===== src/rtl/cache_2way_ctrl.sv =====
// 4-set, 2-way set-associative cache controller with 1-byte lines, LRU replacement and a private 32-byte backing store.
// Default build is write-back/write-allocate; defining CACHE_WRITE_THROUGH_EN makes writes update the store directly and removes WRITEBACK.
module cache_2way_ctrl #(
    parameter int MEM_LAT = 2
) (
    input  logic       clock,
    input  logic       reset,
    input  logic       req,
    input  logic [4:0] address,
    input  logic       wren,
    input  logic [7:0] data,
    output logic [7:0] q,
    output logic       hit,
    output logic       miss,
    output logic       dirty1,
    output logic       dirty2,
    output logic       busy,
    output logic       done
);

    localparam logic [1:0] S_IDLE      = 2'd0;
    localparam logic [1:0] S_LOOKUP    = 2'd1;
    localparam logic [1:0] S_WRITEBACK = 2'd2;
    localparam logic [1:0] S_FILL      = 2'd3;
    localparam logic [3:0] LAT_LOAD    = 4'(MEM_LAT);

    logic [1:0] state;
    logic [3:0] cnt;
    logic [4:0] addr_r;
    logic       wren_r;
    logic [7:0] data_r;
    logic       cmp_valid;
    logic       hit_r;
    logic       way_r;
`ifndef CACHE_WRITE_THROUGH_EN
    logic       wb_r;
`endif

    logic [1:0] valid [4];
    logic [1:0] dirty [4];
    logic [2:0] tag   [4][2];
    logic [7:0] line  [4][2];
    logic [3:0] lru;
    logic [7:0] mem   [32];

    logic [1:0] idx;
    logic [2:0] tg;
    logic       hit0;
    logic       hit1;
    logic       victim;
    logic       new_dirty;
    logic [1:0] dirty_post;
    logic [7:0] fill_byte;

    assign idx  = addr_r[1:0];
    assign tg   = addr_r[4:2];
    assign busy = (state != S_IDLE);

    always_comb begin
        hit0 = valid[idx][0] && (tag[idx][0] == tg);
        hit1 = valid[idx][1] && (tag[idx][1] == tg);
        if (!valid[idx][0]) begin
            victim = 1'b0;
        end else if (!valid[idx][1]) begin
            victim = 1'b1;
        end else begin
            victim = lru[idx];
        end
`ifdef CACHE_WRITE_THROUGH_EN
        new_dirty = 1'b0;
`else
        // A hit read keeps the old dirty bit; a fill starts clean unless it is a write.
        new_dirty = wren_r | (hit_r & dirty[idx][way_r]);
`endif
        dirty_post         = dirty[idx];
        dirty_post[way_r]  = new_dirty;
        fill_byte          = wren_r ? data_r : mem[addr_r];
    end

    always_ff @(posedge clock or posedge reset) begin
        if (reset) begin
            state     <= S_IDLE;
            cnt       <= 4'd0;
            addr_r    <= 5'd0;
            wren_r    <= 1'b0;
            data_r    <= 8'd0;
            cmp_valid <= 1'b0;
            hit_r     <= 1'b0;
            way_r     <= 1'b0;
`ifndef CACHE_WRITE_THROUGH_EN
            wb_r      <= 1'b0;
`endif
            q         <= 8'd0;
            hit       <= 1'b0;
            miss      <= 1'b0;
            dirty1    <= 1'b0;
            dirty2    <= 1'b0;
            done      <= 1'b0;
            lru       <= 4'd0;
            for (int s = 0; s < 4; s++) begin
                valid[s] <= 2'b00;
                dirty[s] <= 2'b00;
                for (int w = 0; w < 2; w++) begin
                    tag[s][w]  <= 3'd0;
                    line[s][w] <= 8'd0;
                end
            end
            for (int i = 0; i < 32; i++) begin
                mem[i] <= 8'(i);
            end
        end else begin
            done <= 1'b0;
            case (state)
                S_IDLE: begin
                    if (req) begin
                        addr_r    <= address;
                        wren_r    <= wren;
                        data_r    <= data;
                        cmp_valid <= 1'b0;
                        state     <= S_LOOKUP;
                    end
                end

                S_LOOKUP: begin
                    // First cycle registers the tag compare and victim choice; second cycle acts on it.
                    if (!cmp_valid) begin
                        cmp_valid <= 1'b1;
                        hit_r     <= hit0 | hit1;
                        way_r     <= hit0 ? 1'b0 : (hit1 ? 1'b1 : victim);
`ifndef CACHE_WRITE_THROUGH_EN
                        wb_r      <= valid[idx][victim] & dirty[idx][victim];
`endif
                    end else begin
                        cmp_valid <= 1'b0;
                        if (hit_r) begin
                            if (wren_r) begin
                                line[idx][way_r] <= data_r;
                                q                <= data_r;
`ifdef CACHE_WRITE_THROUGH_EN
                                mem[addr_r]      <= data_r;
`endif
                            end else begin
                                q <= line[idx][way_r];
                            end
                            dirty[idx][way_r] <= new_dirty;
                            lru[idx]          <= ~way_r;
                            hit               <= 1'b1;
                            miss              <= 1'b0;
                            dirty1            <= dirty_post[0];
                            dirty2            <= dirty_post[1];
                            done              <= 1'b1;
                            state             <= S_IDLE;
`ifndef CACHE_WRITE_THROUGH_EN
                        end else if (wb_r) begin
                            cnt   <= LAT_LOAD;
                            state <= S_WRITEBACK;
`endif
                        end else begin
                            cnt   <= LAT_LOAD;
                            state <= S_FILL;
                        end
                    end
                end

`ifndef CACHE_WRITE_THROUGH_EN
                S_WRITEBACK: begin
                    if (cnt == 4'd1) begin
                        mem[{tag[idx][way_r], idx}] <= line[idx][way_r];
                        dirty[idx][way_r]           <= 1'b0;
                        cnt                         <= LAT_LOAD;
                        state                       <= S_FILL;
                    end else begin
                        cnt <= cnt - 4'd1;
                    end
                end
`endif

                S_FILL: begin
                    if (cnt == 4'd1) begin
                        valid[idx][way_r] <= 1'b1;
                        tag[idx][way_r]   <= tg;
                        line[idx][way_r]  <= fill_byte;
                        dirty[idx][way_r] <= new_dirty;
`ifdef CACHE_WRITE_THROUGH_EN
                        if (wren_r) begin
                            mem[addr_r] <= data_r;
                        end
`endif
                        lru[idx] <= ~way_r;
                        q        <= fill_byte;
                        hit      <= 1'b0;
                        miss     <= 1'b1;
                        dirty1   <= dirty_post[0];
                        dirty2   <= dirty_post[1];
                        done     <= 1'b1;
                        state    <= S_IDLE;
                    end else begin
                        cnt <= cnt - 4'd1;
                    end
                end

                default: begin
                    state <= S_IDLE;
                end
            endcase
        end
    end

endmodule

===== config.mk =====
export PLATFORM = sky130hd
export DESIGN_NAME = cache_2way_ctrl
export DESIGN_NICKNAME = d
export VERILOG_FILES = /design/src/rtl/cache_2way_ctrl.sv
export SDC_FILE = /design/constraint.sdc
export NUM_CORES = 1
export LEC_CHECK = 0
export ABC_AREA = 1
export CAP_MARGIN = 20
export CORE_MARGIN = 2
export CORE_UTILIZATION = 40
export CTS_BUF_LIST = sky130_fd_sc_hd__clkbuf_8
export DETAILED_ROUTE_END_ITERATION = 16
export PLACE_DENSITY_LB_ADDON = 0.2
export SKIP_CTS_REPAIR_TIMING = 1
export SYNTH_ARGS = -nofsm -noshare
export SYNTH_HDL_FRONTEND = slang
export SYNTH_SLANG_ARGS = --single-unit

===== constraint.sdc =====
create_clock -name clock -period 21 [get_ports clock]
set_input_delay 2.1 -clock clock [delete_from_list [all_inputs] [get_ports clock]]
set_output_delay 2.1 -clock clock [all_outputs]
set_load 0.02 [all_outputs]

==> results.md, run 1 <==
* Mapped cell area at approximately 19000 µm²
* Yosys cell types at 38
* Critical path class: in -> async
* Drt wl/cell at ~19 µm
* Number of global-route vias before repair at ~15000
* Most common cell after layout, fill and taps aside: nand2_1
* Startpoint Class: input port
* Rel. slew slack at 28.4%
* Die ar. at 49300 µm²
* H-tree depth at 3
* Site row count at between 70 and 80
* RSZ-0062 raised after global routing: no
* Final HPWL DP at approximately 33000 µm
* GP Congestion at 0.850
* Final setup skew at 0.0262 ns
* PD cells at around 140 nW/µm²
* Clk slew on worst S/H paths at roughly 0.06 ns
* Core area at 46800 µm²
* Clock sink count at 401
* Max Cap Viol at 0
* CP required at between 20 and 25 ns
* Total wire length at ~56000 µm
* Gate power share at 38.8%
* Area grow syn2layout at 11.0%
* Fin nets at about 2400
* Cells after DPL at 2870
* GRT Util Overall at a little under a quarter
* Largest net degree at the start of global routing at around 130
* Outcome: completed
* Initial drt markers at approximately 1200
* Worst Path Arrival at ~5.7 ns
* Fmax at between 150 and 200 MHz
* Starting Density at between 40% and 50%
* Reg area at around 10000 µm²
* Initial antenna violation count at 0
* Switching Fraction at approximately 45%
* Cell Area, Placed at a little under 20000 µm²
* Hold Path Sink: valid[5]$_DFFE_PP0P_
* Filler instances at roughly 4600
* Post-synthesis register bit count at 401
* Min Tclk post-route at between 5 and 6 ns
* Via Count at roughly 16000
* Slew @ Worst Pin at 1.07 ns
* Commonest non-fill, non-tap cells in the layout: nand2_1, dfrtp_1, o21ai_1, nand3_1, inv_1
* PortBufs at 30
* Seq/Total Area, Yosys at 53.3%
* RR Startpoint: addr_r[1]$_DFFE_PP0P_
* Inserted Clock Buffers at 70
* Synthesized Nets at ~2400
* Yosys Warn Count at 0
* Core Util, Final at approximately 45%
* DRC at 0
* Crit Path Max Fanout at roughly 130
* Remaining Overflow, GRT at 0
* Leakage power at ~9.6 nW
* Reg2reg end: mem[227]$_DFFE_PP0P_
* Net switching power at roughly 1.3 mW
* Setup TNS at 0 ns
* FF-to-FF path depth at 13
* Final setup viols at 0
* Min-delay worst type: reg -> reg
* Final Hold Vio Count at 0
* Area taken by multi-input logic gates at between 7000 and 8000 µm²
* Post-Syn Instances at between 2000 and 2500
* Share of cells above drive strength 1 at 11.1%
* Final instance area at 21100 µm²
* Average size of a mapped cell at between 8 and 9 µm²
* DR pass1 iterations at 5
* Vias per cell at about 5.3
* Root Driver: clkbuf_8
* Clk pwr share at 25.2%
* Element type at the critical path end: async pin
* Int Power at roughly 1.6 mW
* Sequential Power Share at 36.1%
* Cell count of the worst hold path at 2
* Die height at roughly 220 µm
* Clk_lat worst skew at about 0.63 ns
* Tcrit/Tclk final at 23.8%
* Hold Path Origin: valid[5]$_DFFE_PP0P_
* Non-Filler Instances at roughly 3000
* Post-DRT Antenna Nets at 0
* CTS tree: built
* Worst R2R Setup Slack at about 16 ns
* N_diodes at 0
* Die width at roughly 220 µm
* Max VDD drop at between 80 and 90 µV
* Max clock buf depth at 3
* Ports at 31
* First-pass GRT wire length at between 80000 and 90000 µm
* Slew Limit Fails at 0
-- through the flow --
step	power [mW]	worst slack (ns)	hold slack (ns)
final	2.90	16.00	0.456
after global routing	3.07	15.47	0.478
after CTS	2.91	15.43	0.453
after detailed placement	2.17	14.74	0.439
after global placement	2.16	14.75	0.431
after floorplan	1.76	7.88	0.420
-- worst max-delay path, stage by stage --
cell	delay [ns]
clkdlybuf4s50_1	0.50
inv_8	0.58
buf_4	0.89
buf_4	0.86
buf_4	0.32
buf_16	0.30
-- cell type report --
| cell class | instances | area share (%) |
|---|---|---|
| repair buffers | 53 | 2.37 |
| clock inverters | 42 | 1.26 |
| multi-input cells | 1725 | 37.7 |
| flip-flops and latches | 401 | 48.1 |
| well taps | 607 | 3.60 |
| inverters | 86 | 1.59 |
| clock buffers | 83 | 5.41 |
-- how the worst max path moves through the flow --
stage                     startpoint  depth (start not counted)  slack [ns]                    to
final                          reset                          6       16.00  mem[112]$_DFFE_PP1P_
after floorplan                reset                          1        7.88             async pin
after detailed placement       reset                          5       14.74  mem[117]$_DFFE_PP0P_
after global routing           reset                          6       15.47  mem[112]$_DFFE_PP1P_
after CTS                      reset                          5       15.43  mem[113]$_DFFE_PP0P_
after global placement         reset                          5       14.75  line[46]$_DFFE_PP0P_
-- synthesized netlist by cell type (all sizes together) --
library cell | instances | area [µm²]
clkbuf | 57 | 214
o22ai | 6 | 37.5
a211oi | 1 | 7.51
inv | 82 | 313
nor2 | 79 | 450
o311ai | 1 | 8.76
o21a | 4 | 30.0
mux2 | 8 | 90.1
o21ai | 299 | 1500
nand3 | 174 | 1180
nor3 | 1 | 5.00
clkinv | 4 | 15.0
mux2i | 4 | 40.0
nand4 | 8 | 50.1
dfrtp | 321 | 8030
xor2 | 3 | 26.3
nand2 | 1040 | 3920
nand3b | 1 | 7.51
a21oi | 51 | 255
ha | 2 | 25.0
buf | 76 | 383
dfstp | 80 | 2100
a31oi | 3 | 18.8
a22oi | 39 | 293
and3 | 1 | 6.26
-- metal layers --
metal	up-vias	GRT usage, %	part of all wire [%]
met5	-	0	0
met4	0	7.78	2.4
met3	91	3.47	6.5
met2	519	35.8	45
met1	7678	32.9	46
li1	7582	-	-
-- power groups by stage --
| stage | Sequential, mW | Combinational, mW | Clock [mW] |
|---|---|---|---|
| final | 1.05 | 1.13 | 0.731 |
| after CTS | 1.05 | 1.12 | 0.746 |
| after detailed placement | 1.06 | 1.11 | 0 |
| after global routing | 1.07 | 1.22 | 0.783 |
| after floorplan | 1.02 | 0.739 | 0 |
| after global placement | 1.05 | 1.10 | 0 |
-- cell families after synthesis --
family                   Yosys count  synth area share (%)
AO/OA/AOI/OAI                    404                  11.3
multiplexers                      12                 0.685
XOR/XNOR                           3                 0.138
flip-flops                       401                  53.3
AND/OR/NAND/NOR                 1304                  29.6
adder cells (fa/ha/maj)            2                 0.132
buffers and inverters            219                  4.86
-- flip-flops by register name (all words and copies together), names as in the netlist, named ones only --
| name | cells |
|---|---|
| tag | 24 |
| wb_r | 1 |
| hit | 1 |
| valid | 8 |
| data_r | 8 |
| lru | 4 |
| line | 64 |
| cnt | 4 |
| wren_r | 1 |
| dirty1 | 1 |
| cmp_valid | 1 |
| mem | 256 |
| addr_r | 5 |
| done | 1 |
| miss | 1 |
| dirty2 | 1 |
| way_r | 1 |
| state | 1 |
| q | 8 |
| dirty | 8 |
| hit_r | 1 |
Power figures use the tool's default switching activity.
==> inputs of run 2 (changes only) <==
Clock period 21 ns to 4.36 ns, I/O delays scaled along.
==> results.md, run 2 (synthesis gave the netlist of run 1 again) <==
* Fmax at between 200 and 300 MHz
* Core area at 46800 µm² (unchanged)
* Total wire length at 55900 µm (was 55800 µm)
* DR pass1 iterations at 7 (was 5)
* Critical Path Max Stage Delay at 0.50 ns (was 0.89 ns)
* Initial drt markers at 1157 (was 1243)
* Rel. slew slack at 33.4% (was 28.4%)
* Inserted Clock Buffers at 70 (unchanged)
* Vias per cell at 5.28 (was 5.30)
* Most used cell, CP: nand2_1 (was buf_4)
* Outcome: completed (unchanged)
* Starting Density at 40.7% (unchanged)
* Max VDD drop at 313 µV (was 80.6 µV)
* Die ar. at 49300 µm² (unchanged)
* Largest regs: mem x256, line x64, tag x24 (unchanged)
* Max reg flops at 256 (unchanged)
* Leakage power at 9.67 nW (was 9.60 nW)
* Max clock buf depth at 3 (unchanged)
* Register name with the most flops: mem (unchanged)
* Slew Limit Fails at 0 (unchanged)
* Tcrit/Tclk final at roughly 80%
* Reg2reg end: line[58]$_DFFE_PP0P_ (was mem[227]$_DFFE_PP0P_)
* Worst Path Arrival at 4.02 ns (was 5.72 ns)
* Cell Area, Placed at 19900 µm² (was 19700 µm²)
* CP bufs+invs at 4 (was 6)
* Crit Path Max Fanout at 19 (was 125)
* PD cells at 657 nW/µm² (was 138 nW/µm²)
* DRC at 0 (unchanged)
* Initial antenna violation count at 1 (was 0)
* Max Cap Viol at 0 (unchanged)
* Remaining Overflow, GRT at 0 (unchanged)
* Delay-heaviest family, CP: simple AND/OR/NAND/NOR gates (was buffers and inverters)
* Final setup viols at 0 (unchanged)
* Die width at 222 µm (unchanged)
* CP startpoint: state[0]$_DFFE_PP0P_ (was reset)
* Via Count at 15900 (about the same)
* Min Tclk post-route at around 3.5 ns
* Commonest non-fill, non-tap cells in the layout: nand2_1, dfrtp_1, o21ai_1, nand3_1, inv_1 (unchanged)
* Critical-path top delay cell: nand2_1 (was buf_4)
* Share of cells above drive strength 1 at 12.2% (was 11.1%)
* Startpoint Class: flop (was input port)
* Die height at 222 µm (unchanged)
* CP required at 4.87 ns (was 21.72 ns)
* N_diodes at 0 (unchanged)
* Post-DRT Antenna Nets at 0 (unchanged)
* Worst R2R Setup Slack at 0.86 ns (was 16.05 ns)
* Element type at the critical path end: flop (was async pin)
* Final Hold Vio Count at 0 (unchanged)
* Largest net degree at the start of global routing at 122 (was 126)
* PortBufs at 30 (unchanged)
* Slew @ Worst Pin at 0.999 ns (was 1.07 ns)
* RR Startpoint: state[0]$_DFFE_PP0P_ (was addr_r[1]$_DFFE_PP0P_)
* Site row count at 79 (unchanged)
* RSZ-0062 raised after global routing: no (unchanged)
* Fin nets at 2375 (was 2356)
* Ports at 31 (unchanged)
* Drt wl/cell at 18.5 µm (was 18.6 µm)
* Worst path cell trace: nand2_1, nor2_4, inv_1, nand2_1, inv_2, a21oi_1, inv_2, nor2_4, inv_1, nand2_1, nand2_1 (was clkdlybuf4s50_1, inv_8, buf_4, buf_4, buf_4, buf_16)
* GP Congestion at 0.860 (was 0.850)
* Crit path to: line[58]$_DFFE_PP0P_ (was mem[112]$_DFFE_PP1P_)
* Crit path depth at 11 (was 6)
* Critical path class: reg -> reg (was in -> async)
* FF-to-FF path depth at 11 (was 13)
* Number of global-route vias before repair at 15500 (was 15300)
* Clock sink count at 401 (unchanged)
* Most common cell after layout, fill and taps aside: nand2_1 (unchanged)
* GRT Util Overall at 23.1% (was 23.0%)
* Clk_lat worst skew at 0.65 ns (was 0.63 ns)
* CTS tree: built (unchanged)
* First-pass GRT wire length at 89300 µm (was 88700 µm)
* Final setup skew at 0.0327 ns (was 0.0262 ns)
* H-tree depth at 3 (unchanged)
* Min-delay worst type: in -> async (was reg -> reg)
* Clk slew on worst S/H paths at 0.06 ns (about the same)
* Area grow syn2layout at 11.8% (was 11.0%)
* Root Driver: clkbuf_8 (unchanged)
* Final instance area at 21200 µm² (was 21100 µm²)
* Final HPWL DP at 35400 µm (was 33200 µm)
* Core Util, Final at 45.4% (was 45.1%)
-- run 2: area by class of cell --
class | count | area (µm²)
Tap cell | 607 | 759
Fill cell | 4635 | 25500
Multi-Input combinational cell | 1725 | 7960
Sequential cell | 401 | 10100
Timing Repair Buffer | 72 | 686
Inverter | 86 | 333
Clock buffer | 84 | 1160
Clock inverter | 44 | 218
-- run 2: worst register-to-register path, stage by stage (launching register included) --
cell	delay, ns
dfrtp_1	0.41
nand2_1	0.50
nor2_4	0.45
inv_1	0.09
nand2_1	0.48
inv_2	0.33
a21oi_1	0.24
inv_2	0.20
nor2_4	0.29
inv_1	0.23
nand2_1	0.11
nand2_1	0.06
-- run 2: per-layer routing --
layer | track usage (%) | vias up | wire length (µm)
met1 | 32.8 | 7691 | 25800
met5 | 0.196 | - | 7
li1 | - | 7616 | -
met4 | 9.72 | 2 | 1860
met3 | 3.80 | 117 | 3310
met2 | 35.2 | 503 | 24900
-- run 2: worst min-delay path by stage --
stage | start | endpoint | slack (ns) | cells past startpoint
2_1_floorplan | valid[2]$_DFFE_PP0P_ | valid[2]$_DFFE_PP0P_ | 0.42 | 2
3_3_place_gp | valid[3]$_DFFE_PP0P_ | valid[3]$_DFFE_PP0P_ | 0.43 | 2
3_5_place_dp | valid[3]$_DFFE_PP0P_ | valid[3]$_DFFE_PP0P_ | 0.44 | 2
4_1_cts | reset | mem[114]$_DFFE_PP0P_ | 0.26 | 2
5_1_grt | reset | mem[248]$_DFFE_PP0P_ | 0.32 | 2
6_report | reset | mem[114]$_DFFE_PP0P_ | 0.26 | 2
-- run 2: power by group --
| part | switching, mW | internal [mW] |
|---|---|---|
| logic | 4.15 | 1.37 |
| registers | 0.559 | 4.49 |
| clock network | 1.59 | 1.81 |
| total | 6.30 | 7.67 |
-- run 2: through the flow --
stage | power [mW] | worst slack, ns | TNS, ns | cells | hold slack [ns]
6_report | 14.0 | 0.858 | 0 | 3019 | 0.264
5_1_grt | 14.8 | 0.570 | 0 | 3019 | 0.319
4_1_cts | 14.0 | 0.882 | 0 | 3019 | 0.261
2_1_floorplan | 8.48 | -1.41 | -452.75 | 2345 | 0.420
3_3_place_gp | 10.5 | 0.881 | 0 | 2890 | 0.433
3_5_place_dp | 10.6 | 0.916 | 0 | 2891 | 0.439
==> inputs of run 3 (changes only) <==
Clock period 4.36 ns to 2.8 ns, I/O delays scaled along.
==> results.md, run 3 (synthesis gave the netlist of run 1 again) <==
* Outcome: completed (unchanged)
* Final Hold Vio Count at 0 (unchanged)
* Met3 Usage GRT at 5.46% (was 3.80%)
* Tcrit/Tclk final at 96.1% (was 80.3%)
* Filler instances at 4564 (was 4635)
* Commonest non-fill, non-tap cells in the layout: nand2_1, dfrtp_1, o21ai_1, nand3_1, clkbuf_8 (was nand2_1, dfrtp_1, o21ai_1, nand3_1, inv_1)
* Slew @ Worst Pin at 0.742 ns (was 0.999 ns)
* Initial antenna violation count at 1 (unchanged)
* PortBufs at 30 (unchanged)
* Die width at 222 µm (unchanged)
* Clk pwr share at 25.0% (was 24.3%)
* Initial drt markers at 1402 (was 1157)
* Max clock buf depth at 3 (unchanged)
* Final setup skew at 0.0341 ns (was 0.0327 ns)
* Largest net degree at the start of global routing at 127 (was 122)
* Int Power at 12.8 mW (was 7.67 mW)
* H-tree depth at 3 (unchanged)
* Site row count at 79 (unchanged)
* Element type at the critical path end: flop (unchanged)
* Hold slack at 0.0575 ns (was 0.264 ns)
* Fmax at 372 MHz (was 286 MHz)
* Final setup viols at 0 (unchanged)
* GP Congestion at 0.848 (was 0.860)
* Setup ws final at 0.110 ns (was 0.858 ns)
* Register name with the most flops: mem (unchanged)
* Inserted Clock Buffers at 73 (was 70)
* Slew Limit Fails at 0 (unchanged)
* PD cells at 1040 nW/µm² (was 657 nW/µm²)
* Starting Density at 40.7% (unchanged)
* GRT Util Overall at 23.9% (was 23.1%)
* Fin nets at 2409 (was 2375)
* Clk slew on worst S/H paths at 0.06 ns (about the same)
* DR pass1 iterations at 7 (unchanged)
* Startpoint Class: flop (unchanged)
* GR Util met1 at 33.3% (was 32.8%)
* Reg area at 10100 µm² (unchanged)
* Area grow syn2layout at 14.8% (was 11.8%)
* Post-DRT Antenna Nets at 0 (unchanged)
* Root Driver: clkbuf_8 (unchanged)
* Clk_lat worst skew at 0.67 ns (was 0.65 ns)
* Met2 Track Usage GR at 36.4% (was 35.2%)
* CTS tree: built (unchanged)
* Gate power share at 41.1% (was 39.5%)
* Critical path class: reg -> reg (unchanged)
* Switching Fraction at 43.8% (was 45.1%)
* Share of cells above drive strength 1 at 13.8% (was 12.2%)
* Ports at 31 (unchanged)
* Final HPWL DP at 36000 µm (was 35400 µm)
* RSZ-0062 raised after global routing: yes (was no)
* Core area at 46800 µm² (unchanged)
* Drt wl/cell at 18.8 µm (was 18.5 µm)
* Most common cell after layout, fill and taps aside: nand2_1 (unchanged)
* Most crowded layer after global routing: met2 (unchanged)
* Total wire length at 57400 µm (was 55900 µm)
* Die height at 222 µm (unchanged)
* Sequential Power Share at 33.9% (was 36.2%)
* Area taken by multi-input logic gates at 7970 µm² (was 7960 µm²)
* Total power at 22.8 mW (was 14.0 mW)
* Crit Path Max Fanout at 12 (was 19)
* DRC at 0 (unchanged)
* Largest regs: mem x256, line x64, tag x24 (unchanged)
* Die ar. at 49300 µm² (unchanged)
* First-pass GRT wire length at 91200 µm (was 89300 µm)
* Max VDD drop at 487 µV (was 313 µV)
* Via Count at 16100 (was 15900)
* Placement Setup Slack at 0.128 ns (was 0.916 ns)
* Number of global-route vias before repair at 15900 (was 15500)
* Max reg flops at 256 (unchanged)
* Max Cap Viol at 0 (unchanged)
* CP required at 3.31 ns (was 4.87 ns)
* Worst Path Arrival at 3.20 ns (was 4.02 ns)
* Vias per cell at 5.26 (was 5.28)
* Net switching power at 9.98 mW (was 6.30 mW)
* Remaining Overflow, GRT at 0 (unchanged)
* Min-delay worst type: in -> async (unchanged)
* Min Tclk post-route at 2.69 ns (was 3.50 ns)
* Leakage power at 9.96 nW (was 9.67 nW)
* Clock sink count at 401 (unchanged)
* Rel. slew slack at 50.5% (was 33.4%)
run 3: changes by cell type in the layout (fill, tap and decap cells not counted), sizes merged:
cell,delta
buf,+31
diode,+2
clkinv,-3
inv,-5
clkbuf,+13
run 3: area by class of cell:
cell class	count	area share [%]
sequential	401	46.5
multi-input combinational	1725	36.5
clock buffer	97	6.12
timing repair buffer	103	5.05
tap	607	3.48
inverter	86	1.57
clock inverter	36	0.803
antenna	2	0.0229
run 3: critical path, cell delays in order, from the launching register on:
cell        delay [ns]
dfrtp_2           0.51
inv_2             0.13
nand2_4           0.15
inv_2             0.10
buf_4             0.21
nand2_1           0.09
nand4_1           0.13
nand2_1           0.11
nand2_2           0.13
inv_4             0.19
nand3_2           0.13
nor2_1            0.20
clkinvlp_4        0.14
buf_4             0.19
nand2_1           0.07
o21ai_1           0.06
run 3: power groups by stage:
stage	Sequential (mW)	Combinational, mW	Clock, mW
after global routing	7.86	10.1	6.12
after floorplan	7.65	5.55	0
after detailed placement	7.79	9.19	0
after CTS	7.72	9.21	5.83
final	7.73	9.36	5.69
after global placement	7.77	9.11	0
run 3: metal layers:
| metal | part of all wire [%] | vias up | wire, µm |
|---|---|---|---|
| li1 | - | 7706 | - |
| met1 | 46 | 7787 | 26200 |
| met2 | 45 | 474 | 25600 |
| met3 | 6.8 | 107 | 3910 |
| met4 | 2.9 | 0 | 1680 |
| met5 | 0 | - | 0 |
run 3: path summary, 6_finish.rpt:
| path | cells after the start | slack [ns] | endpoint | from |
|---|---|---|---|---|
| setup / recovery | 15 | 0.11 | mem[247]$_DFFE_PP0P_ | addr_r[1]$_DFFE_PP0P_ |
| hold / removal | 3 | 0.06 | mem[91]$_DFFE_PP0P_ | reset |
| setup reg to reg | 15 | 0.11 | mem[247]$_DFFE_PP0P_ | addr_r[1]$_DFFE_PP0P_ |
| hold reg to reg | 2 | 0.45 | valid[2]$_DFFE_PP0P_ | valid[2]$_DFFE_PP0P_ |
| max in group asynchronous | 4 | 1.91 | line[8]$_DFFE_PP0P_ | reset |
| min in group clock | 3 | 0.22 | addr_r[4]$_DFFE_PP0P_ | address[4] |
run 3: stage by stage:
step	util [%]	TNS [ns]	std cells	instance area, µm²
2_1_floorplan	-	-1011.25	2345	19000
3_3_place_gp	43.2	0	2916	20200
3_5_place_dp	43.2	0	2916	20200
4_1_cts	46.5	0	3049	21700
5_1_grt	46.7	-0.0192	3056	21800
6_report	46.7	0	3057	21800
